==> config.mk <==
export PLATFORM = sky130hd
export DESIGN_NAME = risc_irq_ctrl_flat
export DESIGN_NICKNAME = d
export VERILOG_FILES = /design/src/rtl/risc_irq_ctrl_if.sv /design/src/rtl/risc_irq_ctrl.sv /design/src/flat_wrapper.sv
export SDC_FILE = /design/constraint.sdc
export NUM_CORES = 1
export LEC_CHECK = 0
export CORE_AREA = 5 5 140 89
export DETAILED_ROUTE_END_ITERATION = 6
export DIE_AREA = 0 0 145 94
export PLACE_DENSITY = 0.76
export SLEW_MARGIN = 20
export SYNTH_ARGS = -nofsm -noshare
export SYNTH_HDL_FRONTEND = slang
export SYNTH_SLANG_ARGS = --single-unit
==> constraint.sdc <==
create_clock -name clk_i -period 1.6 [get_ports clk_i]
set_input_delay 0.4 -clock clk_i [delete_from_list [all_inputs] [get_ports clk_i]]
set_output_delay 0.4 -clock clk_i [all_outputs]
set_load 0.005 [all_outputs]
==> src/rtl/risc_irq_ctrl_if.sv <==
// Control-unit facing bundle of the interrupt controller: request lines,
// configuration port and the PC/vector handshake.
interface risc_irq_ctrl_if #(
  parameter int N_IRQ  = 8,
  parameter int ADDR_W = 32,
  parameter int ID_W   = (N_IRQ > 1) ? $clog2(N_IRQ) : 1
);
  logic [N_IRQ-1:0]  irq;
  logic              cfg_we;
  logic [1:0]        cfg_addr;
  logic [31:0]       cfg_wdata;
  logic [31:0]       cfg_rdata;
  logic              at_boundary;
  logic [ADDR_W-1:0] pc_next;
  logic              int_ack;
  logic              reti;
  logic              int_req;
  logic [ADDR_W-1:0] vec_pc;
  logic [ADDR_W-1:0] epc;
  logic [ID_W-1:0]   irq_id;
  logic              in_service;

  modport master (
    output irq, cfg_we, cfg_addr, cfg_wdata, at_boundary, pc_next, int_ack, reti,
    input  cfg_rdata, int_req, vec_pc, epc, irq_id, in_service
  );

  modport slave (
    input  irq, cfg_we, cfg_addr, cfg_wdata, at_boundary, pc_next, int_ack, reti,
    output cfg_rdata, int_req, vec_pc, epc, irq_id, in_service
  );
endinterface

==> src/rtl/risc_irq_ctrl.sv <==
// N-channel vectored interrupt controller: synchronises and latches requests,
// resolves fixed priority and runs the request/ack/return handshake with the core.
module risc_irq_ctrl #(
  parameter int          N_IRQ     = 8,
  parameter int          ADDR_W    = 32,
  parameter logic [31:0] VEC_BASE  = 32'h0000_0040,
  parameter int          VEC_SHIFT = 4,
  parameter int          ID_W      = (N_IRQ > 1) ? $clog2(N_IRQ) : 1
) (
  input  logic            clk_i,
  input  logic            rst_ni,
  risc_irq_ctrl_if.slave  bus
);

  typedef enum logic [1:0] {IDLE, REQ, SERVICE} state_e;

  state_e            state_q;
  logic [N_IRQ-1:0]  s1_q, s2_q, s3_q;
  logic [N_IRQ-1:0]  mask_q, mode_q, pend_q, pend_d;
  logic [N_IRQ-1:0]  eligible, w1c, ackClr;
  logic              gie_q, pgie_q, gieWr, pgieWr;
  logic              ackFire, ctrlWr;
  logic [ID_W-1:0]   winner, irqId_q;
  logic [ADDR_W-1:0] vecPc_q, epc_q;
  logic              intReq_q, inService_q;
  logic              unusedWdata;

  assign unusedWdata = ^bus.cfg_wdata;

  assign ackFire  = (state_q == REQ) && bus.int_ack;
  assign eligible = pend_q & mask_q;
  assign ctrlWr   = bus.cfg_we && (bus.cfg_addr == 2'd3);
  assign w1c      = (bus.cfg_we && (bus.cfg_addr == 2'd2)) ? bus.cfg_wdata[N_IRQ-1:0] : '0;

  // A CTRL write during a handler lands in the saved copy so reti restores it.
  assign gieWr  = (ctrlWr && (state_q != SERVICE)) ? bus.cfg_wdata[0] : gie_q;
  assign pgieWr = (ctrlWr && (state_q == SERVICE)) ? bus.cfg_wdata[0] : pgie_q;

  always_comb begin
    ackClr = '0;
    if (ackFire) ackClr[irqId_q] = 1'b1;
  end

  always_comb begin
    winner = '0;
    for (int i = N_IRQ - 1; i >= 0; i--) begin
      if (eligible[i]) winner = ID_W'(i);
    end
  end

  // Edge channels: a new rising edge beats a simultaneous clear.
  always_comb begin
    pend_d = pend_q;
    for (int i = 0; i < N_IRQ; i++) begin
      if (!mode_q[i])                 pend_d[i] = s2_q[i];
      else if (s2_q[i] && !s3_q[i])   pend_d[i] = 1'b1;
      else if (w1c[i] || ackClr[i])   pend_d[i] = 1'b0;
    end
  end

  always_ff @(posedge clk_i or negedge rst_ni) begin
    if (!rst_ni) begin
      s1_q   <= '0;
      s2_q   <= '0;
      s3_q   <= '0;
      mask_q <= '0;
      mode_q <= '0;
      pend_q <= '0;
    end else begin
      s1_q   <= bus.irq;
      s2_q   <= s1_q;
      s3_q   <= s2_q;
      pend_q <= pend_d;
      if (bus.cfg_we && (bus.cfg_addr == 2'd0)) mask_q <= bus.cfg_wdata[N_IRQ-1:0];
      if (bus.cfg_we && (bus.cfg_addr == 2'd1)) mode_q <= bus.cfg_wdata[N_IRQ-1:0];
    end
  end

  always_ff @(posedge clk_i or negedge rst_ni) begin
    if (!rst_ni) begin
      state_q     <= IDLE;
      intReq_q    <= 1'b0;
      inService_q <= 1'b0;
      irqId_q     <= '0;
      vecPc_q     <= '0;
      epc_q       <= '0;
      gie_q       <= 1'b0;
      pgie_q      <= 1'b0;
    end else begin
      gie_q  <= gieWr;
      pgie_q <= pgieWr;
      case (state_q)
        IDLE: begin
          if (bus.at_boundary && gie_q && (|eligible)) begin
            state_q  <= REQ;
            intReq_q <= 1'b1;
            irqId_q  <= winner;
            vecPc_q  <= ADDR_W'(VEC_BASE) + (ADDR_W'(winner) << VEC_SHIFT);
          end
        end
        REQ: begin
          if (bus.int_ack) begin
            state_q     <= SERVICE;
            intReq_q    <= 1'b0;
            inService_q <= 1'b1;
            epc_q       <= bus.pc_next;
            pgie_q      <= gieWr;
            gie_q       <= 1'b0;
          end
        end
        SERVICE: begin
          if (bus.reti) begin
            state_q     <= IDLE;
            inService_q <= 1'b0;
            gie_q       <= pgieWr;
          end
        end
        default: state_q <= IDLE;
      endcase
    end
  end

  always_comb begin
    bus.cfg_rdata = '0;
    case (bus.cfg_addr)
      2'd0:    bus.cfg_rdata[N_IRQ-1:0] = mask_q;
      2'd1:    bus.cfg_rdata[N_IRQ-1:0] = mode_q;
      2'd2:    bus.cfg_rdata[N_IRQ-1:0] = pend_q;
      default: bus.cfg_rdata[0]         = gie_q;
    endcase
  end

  assign bus.int_req    = intReq_q;
  assign bus.in_service = inService_q;
  assign bus.irq_id     = irqId_q;
  assign bus.vec_pc     = vecPc_q;
  assign bus.epc        = epc_q;

endmodule

==> src/flat_wrapper.sv <==
// flat-port wrapper written by rule: the top's interface ports become plain ports
module risc_irq_ctrl_flat 
#(
  parameter int          N_IRQ     = 8,
  parameter int          ADDR_W    = 32,
  parameter logic [31:0] VEC_BASE  = 32'h0000_0040,
  parameter int          VEC_SHIFT = 4,
  parameter int          ID_W      = (N_IRQ > 1) ? $clog2(N_IRQ) : 1
)
  (clk_i, rst_ni, bus_irq, bus_cfg_we, bus_cfg_addr, bus_cfg_wdata, bus_at_boundary, bus_pc_next, bus_int_ack, bus_reti, bus_cfg_rdata, bus_int_req, bus_vec_pc, bus_epc, bus_irq_id, bus_in_service);
  risc_irq_ctrl_if #(.N_IRQ(N_IRQ), .ADDR_W(ADDR_W), .ID_W(ID_W)) bus_i ();
  input  logic clk_i;
  input  logic rst_ni;
  input wire logic [$bits(bus_i.irq)-1:0] bus_irq;
  input wire logic [$bits(bus_i.cfg_we)-1:0] bus_cfg_we;
  input wire logic [$bits(bus_i.cfg_addr)-1:0] bus_cfg_addr;
  input wire logic [$bits(bus_i.cfg_wdata)-1:0] bus_cfg_wdata;
  input wire logic [$bits(bus_i.at_boundary)-1:0] bus_at_boundary;
  input wire logic [$bits(bus_i.pc_next)-1:0] bus_pc_next;
  input wire logic [$bits(bus_i.int_ack)-1:0] bus_int_ack;
  input wire logic [$bits(bus_i.reti)-1:0] bus_reti;
  output wire logic [$bits(bus_i.cfg_rdata)-1:0] bus_cfg_rdata;
  output wire logic [$bits(bus_i.int_req)-1:0] bus_int_req;
  output wire logic [$bits(bus_i.vec_pc)-1:0] bus_vec_pc;
  output wire logic [$bits(bus_i.epc)-1:0] bus_epc;
  output wire logic [$bits(bus_i.irq_id)-1:0] bus_irq_id;
  output wire logic [$bits(bus_i.in_service)-1:0] bus_in_service;
  assign bus_i.irq = bus_irq;
  assign bus_i.cfg_we = bus_cfg_we;
  assign bus_i.cfg_addr = bus_cfg_addr;
  assign bus_i.cfg_wdata = bus_cfg_wdata;
  assign bus_i.at_boundary = bus_at_boundary;
  assign bus_i.pc_next = bus_pc_next;
  assign bus_i.int_ack = bus_int_ack;
  assign bus_i.reti = bus_reti;
  assign bus_cfg_rdata = bus_i.cfg_rdata;
  assign bus_int_req = bus_i.int_req;
  assign bus_vec_pc = bus_i.vec_pc;
  assign bus_epc = bus_i.epc;
  assign bus_irq_id = bus_i.irq_id;
  assign bus_in_service = bus_i.in_service;
  risc_irq_ctrl #(.N_IRQ(N_IRQ), .ADDR_W(ADDR_W), .VEC_BASE(VEC_BASE), .VEC_SHIFT(VEC_SHIFT), .ID_W(ID_W)) u_core (.clk_i(clk_i), .rst_ni(rst_ni), .bus(bus_i));
endmodule
Word level (Yosys, flattened, before mapping)
Cells that the tools add are included.
- magnitude comparators: 2
- $add $sub $neg: 1
- bitwise logic cells: 1
- equality and inequality tests: 17
- reductions and logical operators: 44
- muxes and demuxes: 55
- operators with widths (operator ; number):
    $mux W1 ; 35
    $mux W3 ; 8
    $ne A3 B3 Y1 const B ; 8
    $pmux W7 S3 ; 1
    $logic_and A1 B1 Y1 ; 18
    $mux W8 ; 2
    $reduce_and A3 Y1 ; 3
    $add A7 B7 Y8 const A ; 1
    $and A8 B8 Y8 ; 1
    $logic_not A1 Y1 ; 8
    $logic_or A1 B1 Y1 ; 8
    $reduce_or A8 Y1 ; 1
    $eq A2 B2 Y1 const B ; 3
    $mux W2 ; 3
    $ne A2 B2 Y1 const B ; 3
    $pmux W1 S2 ; 3
    $pmux W2 S3 ; 1
    $eq A2 B1 Y1 const B ; 2
    $logic_not A2 Y1 ; 2
    $lt A3 B4 Y1 const B ; 1
    $reduce_and A2 Y1 ; 2
    $reduce_bool A2 Y1 ; 2
    $demux W1 S3 ; 1
    $ge A3 B1 Y1 const B ; 1
    other kinds (2) ; 2
- output and inout bits: 101
- register bits after elaboration: 121
- logic and storage cells: 141

Longest topological paths before layout
- word-level depth: 10
- gate-level depth with buffers: 6
- gate-level depth less buffers: 6

Worst setup path before layout
No wires, ideal clock.
- path kind: input-to-output
- start: input bus_cfg_addr[0]
- end: output bus_cfg_rdata[1]
- cell stages on the path: 5
- arrival: 1177 ps
- buffers on the path: 2
- setup slack: 23 ps
- cells stage by stage: buf_4 buf_4 nor2b_1 nand2_1 o21ai_0
- word-level cells in the longest chain between the ends: 2
- elaborated cells between the ends (all ways): 4
- those cells by class: eq/ne (2); mux (1); reduce/logical (1)
- ends and longest elaborated chain (element ; RTL line ; source):
    start: declaration ; flat_wrapper.sv:16 ; input wire logic [$bits(bus_i.cfg_addr)-1:0] bus_cfg_addr;
    $eq A2 B2 Y1 (tied with other cells) ; risc_irq_ctrl.sv:125 ; case (bus.cfg_addr)
    $pmux W7 S3 * ; risc_irq_ctrl.sv:125 ;
    end: declaration ; flat_wrapper.sv:22 ; output wire logic [$bits(bus_i.cfg_rdata)-1:0] bus_cfg_rdata;
Mark *: on every way between the ends. The rest lies on a longest branch, timed or not.

Worst setup path after layout
- start: register u_core.gie_q
- end: output bus_cfg_rdata[0]
- word-level cells in the longest chain between the ends: 1
- ends and longest elaborated chain (element ; RTL line ; source):
    start: declaration ; risc_irq_ctrl.sv:21 ; logic gie_q, pgie_q, gieWr, pgieWr;
    start signal: assignment ; risc_irq_ctrl.sv:90 ; gie_q <= gieWr;
    start signal: assignment ; risc_irq_ctrl.sv:115 ; gie_q <= pgieWr;
    $pmux W1 S3 ; risc_irq_ctrl.sv:125 ;
Every way passes these cells.

==> implementation parameters <==
Parameter                              Value

Clocking
  CTS clk-pin slew, worst paths ... 0.08 ns
  Clk_lat worst skew ... 0.34 ns
  H-tree depth reported by CTS ... 3
  Number of clock sinks ... 90
  Count of hold-fix buffers inserted at cts ... 0
  CTS root buf ... sky130_fd_sc_hd__clkbuf_16
  CTS tree ... yes
  Longest Clk Path Bufs ... 2
  Number of buffers created by CTS ... 9

Timing
  Unrepaired setup endpoints after global routing ... yes
  Worst Slack Setup Final ... -0.175 ns
  Maximum clock frequency ... ~560 MHz
  Setup TNS Final ... -0.175 ns
  Final Skew ... ~0.0096 ns
  Final critical-path share of the clock period ... 111%
  Minimum clock period ... 1.77 ns
  Final max-slew violation count ... 0
  Hold Violations, Final ... 0
  Total of endpoints with negative setup slack in the final report ... 1

Logic synthesis
  Post-synthesis cell type count ... 36
  Most instantiated flip-flop cell in the synthesis netlist ... sky130_fd_sc_hd__dfrtp_1
  Number of flops mapped to enable cells by yosys ... 0
  Seq/Total Area, Yosys ... between 50% and 60%
  #FFs+latches synth ... 90
  Top post-synthesis cells by area ... sky130_fd_sc_hd__dfrtp_1, sky130_fd_sc_hd__mux2_2, sky130_fd_sc_hd__buf_4, sky130_fd_sc_hd__nand2_1, sky130_fd_sc_hd__mux2i_1
  Total standard cell area after synthesis ... a little over 4000 um2
  Mean post-synth cell area ... about 13 um2
  Post-Syn Instances ... around 320
  Cell taking the most area after synthesis ... sky130_fd_sc_hd__dfrtp_1
  Async S/R FF share, synth ... 100%
  Fraction of post-synthesis cell area in the top cell type by area ... 55.2%
  Synthesis Warnings ... 0

GRT
  Pin count of the biggest net entering global routing ... 91
  Total congestion overflow ... 0
  Global-route wire length before repair ... 16.5 mm
  Via count of the first global-routing pass ... 3094
  Global-route usage over all layers ... ~15%
  Number of antenna violations at the first check in global routing ... 1

Drt
  WL per Instance ... 16.9 um
  Drt first pass iters ... 4
  Antenna-violating nets left ... 0
  First-iteration detailed-routing DRC count ... 214
  Via-to-Cell Ratio ... roughly 4.7
  Wire length after detailed routing ... 10.7 mm
  Residual DRC count ... 0
  Count of vias placed by the detailed router ... 2980

Floorplanning
  Die ar. ... 13600 um2
  Ports ... between 150 and 200
  Initial core utilization ... 37.1%
  Die height ... 94 um
  Standard-cell row count ... 30
  Core ar. ... 11000 um2
  Die Span X ... 145 um

Final layout
  Count of nets after finishing ... 569
  Antenna cells ... 0
  FF+latch area ... between 2000 and 2500 um2
  Combined area of the multi-input logic cells ... 1600 um2
  Synthesis-to-layout area growth ... 43.3%
  Filler instances ... 935
  Finished Layout Cells ... 635
  Share of cells above drive strength 1 ... 32.4%

Hold path
  Worst min-delay path class ... input pin to async pin

Worst setup path
  Crit path cell chain ... mux4_2, buf_2
  Worst-path maximum fanout ... 2
  Delay of the slowest cell on the worst path ... around 0.48 ns
  WP data required ... roughly 1.2 ns
  Setup CP Type ... flip-flop to primary output
  Cell with the largest stage delay on the worst path ... sky130_fd_sc_hd__mux4_2
  Setup crit start kind ... flip-flop
  Arr. time, crit path ... 1.37 ns
  Capturing element type of the critical path ... primary output

Placement
  Detailed-placement wirelength estimate ... 7.46 mm
  Port Buffers ... 104
  Inst Count DP ... 601
  Post-place setup slack ... -0.877 ns
  RePlAce Congestion ... 0.874

Power and ir drop
  Areal power density over the cells ... 1490 nW/um2
  Peak ir drop on the vdd network ... 636 uV
  Total Power ... about 8700 uW
  Leakage power summed over all cells ... roughly 0.0027 uW

Status
  Result of the run ... finished with violations
  Failing checks ... setup timing

Flow run
  Number of max-capacitance violations reported ... 0
-- registers in the layout, indices dropped and copies added (netlist names) --
name	flops
u_core.bus.epc	32
u_core.s2_q	8
u_core.mask_q	8
u_core.bus.vec_pc	1
u_core.pgie_q	1
u_core.state_q	2
u_core.s1_q	8
u_core.gie_q	1
u_core.bus.int_req	1
u_core.bus.in_service	1
u_core.mode_q	8
u_core.bus.irq_id	3
u_core.pend_q	8
u_core.s3_q	8
-- synthesized netlist by cell type, types with 2 or more instances --
library cell and n:
sky130_fd_sc_hd__o21ai_0 9, sky130_fd_sc_hd__buf_4 60, sky130_fd_sc_hd__nand2_1 31, sky130_fd_sc_hd__a22oi_1 7, sky130_fd_sc_hd__a32o_1 8, sky130_fd_sc_hd__mux2i_1 11
sky130_fd_sc_hd__nand4_1 3, sky130_fd_sc_hd__a21oi_1 6, sky130_fd_sc_hd__o211ai_1 2, sky130_fd_sc_hd__a21o_1 2, sky130_fd_sc_hd__dfrtp_1 90, sky130_fd_sc_hd__and3_1 2
sky130_fd_sc_hd__nand2b_1 2, sky130_fd_sc_hd__and2_1 2, sky130_fd_sc_hd__mux2_2 49, sky130_fd_sc_hd__inv_1 7, sky130_fd_sc_hd__nand3_1 2, sky130_fd_sc_hd__a32oi_1 7
sky130_fd_sc_hd__o22ai_1 2, sky130_fd_sc_hd__nor2_1 4, sky130_fd_sc_hd__ha_1 3
-- stage by stage --
step	utilization [%]	hold WS, ns	cell area [um2]
after global placement	48.8	0.332	5360
after global routing	53.1	0.130	5840
after floorplan	-	0.104	4270
after detailed placement	48.8	0.336	5360
after CTS	52.5	0.110	5780
final	53.1	0.0871	5840
-- layout by cell type (no fill, tap or decap), types with 3 or more instances in the layout --
| master | instances |
|---|---|
| sky130_fd_sc_hd__nand4_1 | 3 |
| sky130_fd_sc_hd__a32oi_1 | 7 |
| sky130_fd_sc_hd__inv_1 | 6 |
| sky130_fd_sc_hd__buf_6 | 5 |
| sky130_fd_sc_hd__a21oi_1 | 6 |
| sky130_fd_sc_hd__nand2_2 | 3 |
| sky130_fd_sc_hd__buf_2 | 8 |
| sky130_fd_sc_hd__mux2i_1 | 10 |
| sky130_fd_sc_hd__conb_1 | 52 |
| sky130_fd_sc_hd__o21ai_1 | 4 |
| sky130_fd_sc_hd__buf_12 | 4 |
| sky130_fd_sc_hd__a32o_1 | 8 |
| sky130_fd_sc_hd__dlymetal6s2s_1 | 3 |
| sky130_fd_sc_hd__nand2_1 | 28 |
| sky130_fd_sc_hd__clkdlybuf4s50_1 | 52 |
| sky130_fd_sc_hd__mux2_2 | 49 |
| sky130_fd_sc_hd__a22oi_2 | 3 |
| sky130_fd_sc_hd__buf_4 | 51 |
| sky130_fd_sc_hd__inv_6 | 4 |
| sky130_fd_sc_hd__o21ai_0 | 3 |
| sky130_fd_sc_hd__dlygate4sd2_1 | 38 |
| sky130_fd_sc_hd__clkbuf_16 | 9 |
| sky130_fd_sc_hd__dfrtp_1 | 88 |
| sky130_fd_sc_hd__a22oi_1 | 4 |
| sky130_fd_sc_hd__nor2_2 | 3 |
-- worst max-delay path, delay by kind of cell, from the launching register on --
| family | cells | cell delay (ns) |
|---|---|---|
| flops | 1 | 0.41 |
| buf+inv | 1 | 0.14 |
| mux | 1 | 0.48 |
-- where the power goes --
| group | switching, uW | internal [uW] |
|---|---|---|
| clock | 974 | 1100 |
| combinational | 1350 | 1920 |
| sequential | 403 | 2960 |
| total | 2720 | 5970 |
-- final timing paths --
| check | from | to | slack (ns) | depth (start not counted) |
|---|---|---|---|---|
| min in group clk_i | u_core.s1_q[0]$_DFF_PN0_ | u_core.s2_q[0]$_DFF_PN0_ | 0.35 | 0 |
| min reg2reg | u_core.s1_q[0]$_DFF_PN0_ | u_core.s2_q[0]$_DFF_PN0_ | 0.35 | 0 |
| max reg2reg | u_core.state_q[1]$_DFFE_PN0P_ | u_core.gie_q$_DFF_PN0_ | 0.02 | 6 |
| max in group asynchronous | rst_ni | u_core.bus.irq_id[1]$_DFFE_PN0P_ | 1.13 | 2 |
| max | u_core.gie_q$_DFF_PN0_ | bus_cfg_rdata[0] | -0.17 | 2 |
| min | rst_ni | u_core.s3_q[4]$_DFF_PN0_ | 0.09 | 2 |
-- what timing repair did --
action	4_1_cts	5_1_grt
pin swaps	0	3
resized for setup	107	20
buffers inserted	17	3
cloned	1	0
setup endpoints to repair	103	52
-- area by class of cell --
type / instances / share of cell area, %
clock buffer: 9 / 3.85
clock inverter: 7 / 1.16
inverter: 7 / 0.450
multi-input combinational: 215 / 27.3
sequential: 90 / 38.6
tap: 144 / 3.08
timing repair buffer: 163 / 25.5
-- logic make-up (layout without fill, tap and decap cells) --
kind of cell    after synthesis  after routing  share of synthesized area [%]
mux                          61             61                           16.8
flops                        90             90                           55.2
simple gates                 53             53                           6.57
compound gates               46             46                           8.22
buf+inv                      70            186                           12.2
other cells                   1             52                         0.0920
fa+ha+maj                     3              3                          0.921
-- metal layers --
layer | global-route usage (%) | vias to the layer above | wire length, um
li1 | - | 1369 | -
met1 | 19.9 | 1452 | 4520
met2 | 24.1 | 141 | 5110
met3 | 5.74 | 16 | 953
met4 | 3.92 | 2 | 127
met5 | 0 | - | 13
Note: power is estimated with default switching activity, not from simulation.
